## src/rtl/pwm_multi_pkg.sv

```systemverilog
// Shared types and helpers for the multi-channel PWM.
// Optional build macro: PWM_MULTI_STAGGER_EN (per-channel phase stagger in edge mode).
package pwm_multi_pkg;

  typedef enum logic {
    PWM_EDGE   = 1'b0,
    PWM_CENTER = 1'b1
  } pwm_mode_t;

  typedef enum logic {
    DIR_UP   = 1'b0,
    DIR_DOWN = 1'b1
  } pwm_dir_t;

  // Phase spacing between adjacent channels when staggering is enabled.
  function automatic int stagger_offset(input int n, input int channels);
    return (1 << n) / channels;
  endfunction

endpackage

```

## src/rtl/pwm_channel.sv

```systemverilog
// One PWM output: double-buffered duty (pending/active), write select,
// period-boundary commit, compare against the shared counter and output register.
// Optional build macro: PWM_MULTI_STAGGER_EN shifts this channel's compare phase
// by IDX*OFF counts in edge mode.
module pwm_channel
  import pwm_multi_pkg::*;
#(
  parameter int N        = 8,
  parameter int CHANNELS = 4,
  parameter int CW       = 2,
  parameter int IDX      = 0
) (
  input  logic          clk,
  input  logic          rst,
  input  logic          ena,
  input  logic          wr_fire,
  input  logic [CW-1:0] wr_chan,
  input  logic [N-1:0]  wr_duty,
  input  logic          commit,
  input  logic [N-1:0]  cnt,
  input  pwm_mode_t     mode,
  output logic          out
);

  localparam logic [CW-1:0] MY_CHAN = IDX[CW-1:0];

  logic [N-1:0] pending;
  logic [N-1:0] active;
  logic [N-1:0] cmp_cnt;
  logic         wr_hit;
  logic         cmp;

  // Out-of-range channel indices never match any instance, so such writes vanish.
  assign wr_hit = wr_fire && (wr_chan == MY_CHAN);

`ifdef PWM_MULTI_STAGGER_EN
  localparam int           SHIFT_I = (IDX * stagger_offset(N, CHANNELS)) % (1 << N);
  localparam logic [N-1:0] SHIFT   = SHIFT_I[N-1:0];
`else
  logic unused_mode;
  assign unused_mode = (mode == PWM_CENTER);
`endif

  // Compare: counter (optionally phase-shifted in edge mode) below the active duty.
  always_comb begin
    cmp_cnt = cnt;
`ifdef PWM_MULTI_STAGGER_EN
    if (mode == PWM_EDGE) begin
      cmp_cnt = cnt + SHIFT;
    end
`endif
    cmp = (cmp_cnt < active);
  end

  // Duty buffers and output register; a write on a commit cycle lands in pending
  // only, so the commit copies the value pending held before that write.
  always_ff @(posedge clk) begin
    if (rst) begin
      pending <= '0;
      active  <= '0;
      out     <= 1'b0;
    end else begin
      if (wr_hit) begin
        pending <= wr_duty;
      end
      if (commit) begin
        active <= pending;
      end
      out <= ena && cmp;
    end
  end

endmodule

```

## src/rtl/pwm_multi.sv

```systemverilog
// Multi-channel PWM: one shared counter (edge or center-aligned) feeding
// CHANNELS double-buffered compare channels.
// Optional build macro: PWM_MULTI_STAGGER_EN (per-channel phase stagger in edge mode).
module pwm_multi
  import pwm_multi_pkg::*;
#(
  parameter int N        = 8,
  parameter int CHANNELS = 4,
  parameter int CW       = (CHANNELS > 1) ? $clog2(CHANNELS) : 1
) (
  input  logic                clk,
  input  logic                rst,
  input  logic                ena,
  input  logic                step,
  input  logic                center,
  input  logic                wr_valid,
  output logic                wr_ready,
  input  logic [CW-1:0]       wr_chan,
  input  logic [N-1:0]        wr_duty,
  output logic [CHANNELS-1:0] out,
  output logic                period_start
);

  localparam logic [N-1:0] CNT_MAX = '1;
  localparam logic [N-1:0] ONE     = {{(N-1){1'b0}}, 1'b1};

  logic [N-1:0] cnt;
  logic [N-1:0] cnt_nxt;
  pwm_dir_t     dir;
  pwm_dir_t     dir_nxt;
  pwm_mode_t    mode;
  logic         adv;
  logic         boundary;
  logic         bnd_p0;
  logic         wr_fire;

  assign adv     = ena && step;
  assign wr_fire = wr_valid && wr_ready;

  // Next count/direction; boundary flags the advance that lands on count 0.
  always_comb begin
    cnt_nxt  = cnt;
    dir_nxt  = dir;
    boundary = 1'b0;
    if (adv) begin
      if (mode == PWM_EDGE) begin
        cnt_nxt  = cnt + ONE;
        boundary = (cnt == CNT_MAX);
      end else if (dir == DIR_UP) begin
        if (cnt == CNT_MAX) begin
          cnt_nxt = cnt - ONE;
          dir_nxt = DIR_DOWN;
        end else begin
          cnt_nxt = cnt + ONE;
        end
      end else begin
        cnt_nxt  = cnt - ONE;
        boundary = (cnt == ONE);
      end
    end
  end

  // Counter, direction and mode; mode changes only at a boundary so a period is
  // never split between the two counting schemes. period_start is delayed one
  // extra cycle so it lines up with the registered output for count 0.
  always_ff @(posedge clk) begin
    if (rst) begin
      cnt          <= '0;
      dir          <= DIR_UP;
      mode         <= PWM_EDGE;
      bnd_p0       <= 1'b0;
      period_start <= 1'b0;
      wr_ready     <= 1'b0;
    end else begin
      wr_ready     <= 1'b1;
      cnt          <= cnt_nxt;
      bnd_p0       <= boundary;
      period_start <= bnd_p0;
      if (boundary) begin
        dir  <= DIR_UP;
        mode <= pwm_mode_t'(center);
      end else begin
        dir  <= dir_nxt;
      end
    end
  end

  for (genvar g = 0; g < CHANNELS; g++) begin : g_chan
    pwm_channel #(
      .N        (N),
      .CHANNELS (CHANNELS),
      .CW       (CW),
      .IDX      (g)
    ) u_chan (
      .clk     (clk),
      .rst     (rst),
      .ena     (ena),
      .wr_fire (wr_fire),
      .wr_chan (wr_chan),
      .wr_duty (wr_duty),
      .commit  (boundary),
      .cnt     (cnt),
      .mode    (mode),
      .out     (out[g])
    );
  end

endmodule
```

## config.mk

```make
export PLATFORM = sky130hd
export DESIGN_NAME = pwm_multi
export DESIGN_NICKNAME = d
export VERILOG_FILES = /design/src/rtl/pwm_multi_pkg.sv /design/src/rtl/pwm_channel.sv /design/src/rtl/pwm_multi.sv
export SDC_FILE = /design/constraint.sdc
export NUM_CORES = 1
export LEC_CHECK = 0
export BUFFER_PORTS_ARGS = -buffer_cell sky130_fd_sc_hd__buf_2
export CAP_MARGIN = 30
export CORE_ASPECT_RATIO = 0.7
export CORE_MARGIN = 3
export CORE_UTILIZATION = 43
export DETAILED_ROUTE_END_ITERATION = 16
export HOLD_SLACK_MARGIN = 0.15
export PLACE_DENSITY = 0.65
export SYNTH_ARGS = -nofsm -noshare
export SYNTH_HDL_FRONTEND = slang
export SYNTH_SLANG_ARGS = --single-unit
export TNS_END_PERCENT = 1
```

## constraint.sdc

```tcl
create_clock -name clk -period 2.5 [get_ports clk]
set_input_delay 0.5 -clock clk [delete_from_list [all_inputs] [get_ports clk]]
set_output_delay 0.5 -clock clk [all_outputs]
set_load 0.005 [all_outputs]
```

== Yosys cells after proc, flatten, opt, wreduce, memory -nomap -nowiden ==
Index checks and enable logic that the tools add are counted.
Word-level totals
  flip-flop bits (word level): 81
  bits in latches: 0
  bits in writable memories: 0
  ROM bits: 0
  input port bits: 16
  output and inout bits: 6
  word-level logic and storage cells: 51
  memories: 0
Operators by class
  add/sub/neg operators: 2
  $mul: 0
  divide/modulo/power cells: 0
  magnitude comparators: 4
  equal/unequal tests: 5
  shift operators: 0
  muxes and demuxes: 9
  bitwise gates (word level): 0
  reduce and logical (&&, ||, !) cells: 13
Operators by type and width (count)
  8-bit less-than comparator: 4
  8-bit two-way mux: 3
  1-bit logical AND: 10
  8-bit by 1-bit adder with 8-bit output, second input constant: 1
  8-bit by 1-bit equality test with 1-bit output, second input constant: 1
  8-bit equality test, second input constant: 1
  8-bit by 1-bit subtractor with 8-bit output, second input constant: 1
  1-bit two-way mux: 6
  2-bit equality test, second input constant: 2
  2-bit by 1-bit equality test with 1-bit output, second input constant: 1
  2-bit logical NOT: 1
  2-bit AND reduction: 1
  2-bit OR reduction: 1

== Logic depth before layout (Yosys ltp) ==
  word-level depth: 5
  gate-level depth with buffers: 8
  depth with buffers taken out: 6

== By module ==
Synthesis repeated with hierarchy kept, for this count alone.
Second synthesis, totals
  cell total of the unflattened synthesis: 412
  area total of the unflattened synthesis: 3956.3 µm²
Modules (own cells, without submodules)
  pwm_channel at g_chan[0].u_chan ...: times used 3, cells each 77, area each 770.7 µm², seq. area each 340.3 µm²
  pwm_multi: times used 1, cells each 105, area each 875.8 µm², seq. area each 260.2 µm²
  pwm_channel at g_chan[3].u_chan: times used 1, cells each 76, area each 768.2 µm², seq. area each 340.3 µm²

== Worst setup path after synthesis ==
OpenSTA, ideal clock, no wires.
  kind: flip-flop to flip-flop
  start: register cnt[2]
  end: register g_chan[0].u_chan.active[0]
  setup time: 72 ps
  arrival time: 2152 ps
  data required time: 2428 ps
  path slack: 277 ps
  cell stages (with the launch flop): 8
  buffers on the path: 3
  clock period less this slack: 2223 ps
  cell sequence: dfxtp_1 -> buf_6 -> or4_4 -> or4_4 -> a21oi_2 -> buf_6 -> buf_12 -> mux2i_1
On the way
  cells in the longest elaborated chain, start to end: 4
  elaborated cells on any way between the ends: 5
  classes of those cells: eq/ne: 2; mux: 3
Ends and longest elaborated chain
  start: declaration: line pwm_multi.sv:27  | logic [N-1:0] cnt;
  start signal: assignment: line pwm_multi.sv:76  | cnt <= cnt_nxt;
  8-bit by 1-bit equality test with 1-bit output: line pwm_multi.sv:58  | boundary = (cnt == ONE);
  1-bit two-way mux: line pwm_multi.sv:49  | end else if (dir == DIR_UP) begin
  1-bit two-way mux *: line pwm_multi.sv:46  | if (mode == PWM_EDGE) begin
  1-bit two-way mux *: line pwm_multi.sv:45  | if (adv) begin
  end signal: assignment: line pwm_channel.sv:67  | active <= pending;
  end: declaration: line pwm_channel.sv:28  | logic [N-1:0] active;
Every way passes the cells marked *; elsewhere a longest branch is shown, timed or not.
A chain may end at the register's enable or synchronous reset.

== Worst setup path after layout ==
  start: register cnt[1]
  end: register g_chan[1].u_chan.active[6]
On the way
  cells in the longest elaborated chain, start to end: 4
  elaborated cells on any way between the ends: 5
  classes of those cells: eq/ne: 2; mux: 3
Ends and longest elaborated chain (line)
  8-bit by 1-bit equality test with 1-bit output: pwm_multi.sv:58
  1-bit two-way mux: pwm_multi.sv:49
  1-bit two-way mux *: pwm_multi.sv:46
  1-bit two-way mux *: pwm_multi.sv:45
  end signal: assignment: pwm_channel.sv:67
  end: declaration: pwm_channel.sv:28
Marked as above.

==> results.txt <==
----------------------------------------------------
[GRT]
  Wire length of the first global-routing pass ... between 15000 and 20000 um
  Antenna violations before repair ... 0
  Largest net degree at the start of global routing ... 62
  Vias in the first global route ... 3138
  Overall routing resource usage ... a little under a fifth
  GR Overflow Total ... 0

[Detailed routing]
  Remaining routing DRC violations ... 0
  Starting DRT DRC Count ... about 190
  Average routed wire per standard cell ... 14.2 um
  Post-route antenna net violation count ... 0
  Number of vias after detailed routing ... approximately 3200
  Number of iterations in the first detailed-routing pass ... 4
  Vias per cell ... 5.13
  Final routed wirelength across all metal layers ... 8840 um

[Timing]
  Final slew viol count ... 0
  Sum of negative setup slack ... 0 ns
  Fraction of the cycle the final worst path needs ... 89.1%
  Total of endpoints with negative setup slack in the final report ... 0
  Upper clock frequency limit ... approximately 0.45 GHz
  Worst clock skew ... 0.00435 ns
  Unrepaired setup endpoints after global routing ... false
  Minimum clock period ... roughly 2.2 ns
  Worst Tran Pin Value ... approximately 0.8 ns
  Max-Slew Margin vs Limit ... between 40% and 50%
  Final Hold Vio Count ... 0

[Layout]
  Synth-to-Final Area Change ... 11.2%
  Final-layout fill cell count ... 900
  Count of inserted antenna diode cells ... 0
  Sequential cell area ... between 0.0015 and 0.002 mm^2
  Multi-input gate area in the final layout ... roughly 0.0021 mm^2
  Net count reported at finish ... 542
  Share of post-route cells with drive strength above 1 ... between 10 and 15%

[Flow run]
  Number of max-cap violations ... 0

[Floorplan]
  Initial cell density of the core ... 44.6%
  Die width ... between 100 and 150 um
  Site Rows ... 29
  Floorplan die height ... 87.6 um
  Die area ... around 0.011 mm^2
  Number of top-level pins ... 22
  Core box area ... ~0.0092 mm^2

[Clock tree]
  Clock tree from TritonCTS ... yes
  Sink Count ... slightly above 80
  Post-CTS Setup Repair Bufs ... 0
  Cells resized by post-CTS repair ... 0
  Number of buffers inserted during clock tree synthesis ... 9
  CTS hold repair buffers ... 0
  # H-tree levels ... 3
  Clock-pin slew of the registers on the worst-case setup and hold paths ... roughly 0.060 ns
  Root buffer cell ... sky130_fd_sc_hd__clkbuf_16
  Insertion delay of the later-clocked pin in the worst-skew pair ... between 0.3 and 0.4 ns
  Clock Tree Buf Depth ... 2

[Pwr]
  PD cells ... 652 mW/mm^2
  Standby leakage power ... ~1.6 nW
  Highest ir drop seen on vdd ... 0.378 mV
  Overall power ... 0.00297 W

[Worst setup path]
  Origin of the critical flop-to-flop path ... cnt[1]$_SDFFE_PP0P_
  Reg-to-reg critical path endpoint ... g_chan[1].u_chan.active[6]$_SDFFE_PP0P_
  Depth of the worst register-to-register path ... 6
  Kind of end point of the critical path ... flip-flop
  Required time at the endpoint of the critical path ... around 2.8 ns
  Startpoint-to-endpoint class of the critical path ... flip-flop to flip-flop
  Crit path max-delay family ... simple AND/OR/NAND/NOR gates
  Sequence of cells on the critical path ... ha_1, nand3_1, or3_2, a21oi_4, buf_12, mux2i_1
  Critical Path Stages ... 6
  Maximum net fanout on the critical path ... 35
  Delay of the slowest cell on the worst path ... between 0.5 and 0.6 ns
  Slowest CP cell ... sky130_fd_sc_hd__dfxtp_1
  Register-to-register path setup slack ... 0.27 ns
  Kind of start point of the critical path ... flip-flop
  Arrival time of data at the critical path endpoint ... approximately 2.5 ns
  Number of buffer and inverter stages on the critical path ... 1

[Synth]
  Cell with the most instances after synthesis ... sky130_fd_sc_hd__nand2_1
  Netlist Area Pre-Place ... just over 0.004 mm^2
  Cell count after synthesis ... roughly 480
  Number of flops mapped to enable cells by yosys ... 0
  Nets in the synthesized netlist ... around 530
  Leading area contributor after synthesis ... sky130_fd_sc_hd__dfxtp_1
  Syn_area_per_cell ... about 8.5 um^2
  Synth top area share ... roughly two fifths
  Library cells used by synthesis ... 42
  Ranking of synthesized cells by area ... sky130_fd_sc_hd__dfxtp_1, sky130_fd_sc_hd__nand2_1, sky130_fd_sc_hd__ha_1
  Number of synthesized register bits ... slightly above 80
  Top FF cell, synth ... sky130_fd_sc_hd__dfxtp_1
  Sequential element share of the synthesized area ... around 40%
  Leading cell types by count after synthesis ... sky130_fd_sc_hd__nand2_1, sky130_fd_sc_hd__dfxtp_1, sky130_fd_sc_hd__a21oi_1, sky130_fd_sc_hd__mux2i_1, sky130_fd_sc_hd__inv_1
  Warning count from the yosys run ... 0
  Async set or reset register ratio after synthesis ... 0%

[Placed design]
  DP Wirelength ... between 6000 and 7000 um
  Port Buffers ... 21
  Routability congestion estimate ... between 0.8 and 0.9

[Min path]
  Launch instance of the worst min-delay path ... center
  End of the worst hold path ... mode$_SDFFE_PP0P_
  Path type of the worst min-delay path ... input pin to flip-flop
  Worst Hold Depth ... 3

[Outcome]
  Status ... complete, no violations

----------------------------------------------------
-- cells by family (layout without fill, tap and decap cells) --
family	Yosys count	count (layout)	synth area share, %
AOI/OAI and AO/OA	70	70	10.4
and+or+nand+nor	194	194	20.7
muxes	41	41	10.1
adders and majority gates	31	31	9.47
DFF	81	81	39.6
xor gates and xnor gates	2	2	0.428
buffers and inverters	63	81	9.20
-- area by class of cell --
class	count	area share, %
Clock inverter	5	2.25
Multi-Input combinational cell	338	46.2
Tap cell	124	3.41
Inverter	35	2.88
Timing Repair Buffer	30	4.34
Sequential cell	81	35.6
Clock buffer	11	5.33
-- worst max-delay path by stage --
stage	start	to	slack [ns]
finish	cnt[1]$_SDFFE_PP0P_	g_chan[1].u_chan.active[6]$_SDFFE_PP0P_	0.27
global route	cnt[1]$_SDFFE_PP0P_	g_chan[1].u_chan.active[6]$_SDFFE_PP0P_	0.08
CTS	cnt[1]$_SDFFE_PP0P_	g_chan[2].u_chan.active[0]$_SDFFE_PP0P_	0.29
detailed placement	cnt[1]$_SDFFE_PP0P_	g_chan[2].u_chan.active[0]$_SDFFE_PP0P_	0.29
global placement	cnt[2]$_SDFFE_PP0P_	g_chan[0].u_chan.active[5]$_SDFFE_PP0P_	0.40
floorplan	cnt[2]$_SDFFE_PP0P_	g_chan[0].u_chan.active[0]$_SDFFE_PP0P_	0.28
-- worst min-delay path: cells and delay by family --
| kind | cells | cell delay [ns] |
|---|---|---|
| buffers and inverters | 1 | 0.10 |
| muxes | 1 | 0.06 |
| and+or+nand+nor | 1 | 0.04 |
-- cells in the final DEF (no fill, tap or decap), drive strengths merged, types with 2 or more instances in the layout --
master / Yosys / routed
a211o: 5 / 5
a211oi: 5 / 5
a21o: 4 / 4
a21oi: 38 / 38
a31oi: 7 / 7
and2: 2 / 2
buf: 12 / 30
bufinv: 0 / 3
clkbuf: 15 / 11
dfxtp: 81 / 81
ha: 31 / 31
inv: 35 / 35
mux2: 4 / 4
mux2i: 37 / 37
nand2: 135 / 135
nand2b: 6 / 6
nand3: 8 / 8
nand4: 5 / 5
nand4b: 2 / 2
nor2: 16 / 16
nor2b: 5 / 5
nor3: 5 / 5
o211ai: 2 / 2
o21ai: 2 / 2
o31ai: 6 / 6
or3: 4 / 4
or4: 3 / 3
xnor2: 2 / 2
-- where the power goes --
group          switching, W  total (W)  internal (W)
clock              0.000500    0.00150       0.00100
combinational     0.0000971   0.000148     0.0000511
sequential        0.0000133    0.00132       0.00131
total              0.000610    0.00297       0.00236
-- per-stage QoR --
step                      util [%]  cells  hold WS (ns)  instance area, um^2  setup slack [ns]
after floorplan                  -    482         0.414                 4090             0.277
after global placement        45.8    608         0.432                 4210             0.401
after detailed placement      45.8    608         0.431                 4210             0.290
after CTS                     49.6    624         0.418                 4550             0.286
after global routing          49.6    624         0.441                 4550            0.0809
final                         49.6    624         0.428                 4550             0.271
-- per-layer routing --
layer	up-vias	routed length [um]	GRT usage, %
met4	0	70	3.35
li1	1640	-	-
met2	85	4000	29.7
met1	1465	4150	23.9
met3	8	622	5.62
met5	-	0	0
-- flip-flops by register name (all words and copies together), names as in the netlist --
name	flops
cnt	8
dir	1
mode	1
period_start	1
wr_ready	1
g_chan.u_chan.out	4
g_chan.u_chan.pending	32
bnd_p0	1
g_chan.u_chan.active	32
(Power assumes the default switching activity.)
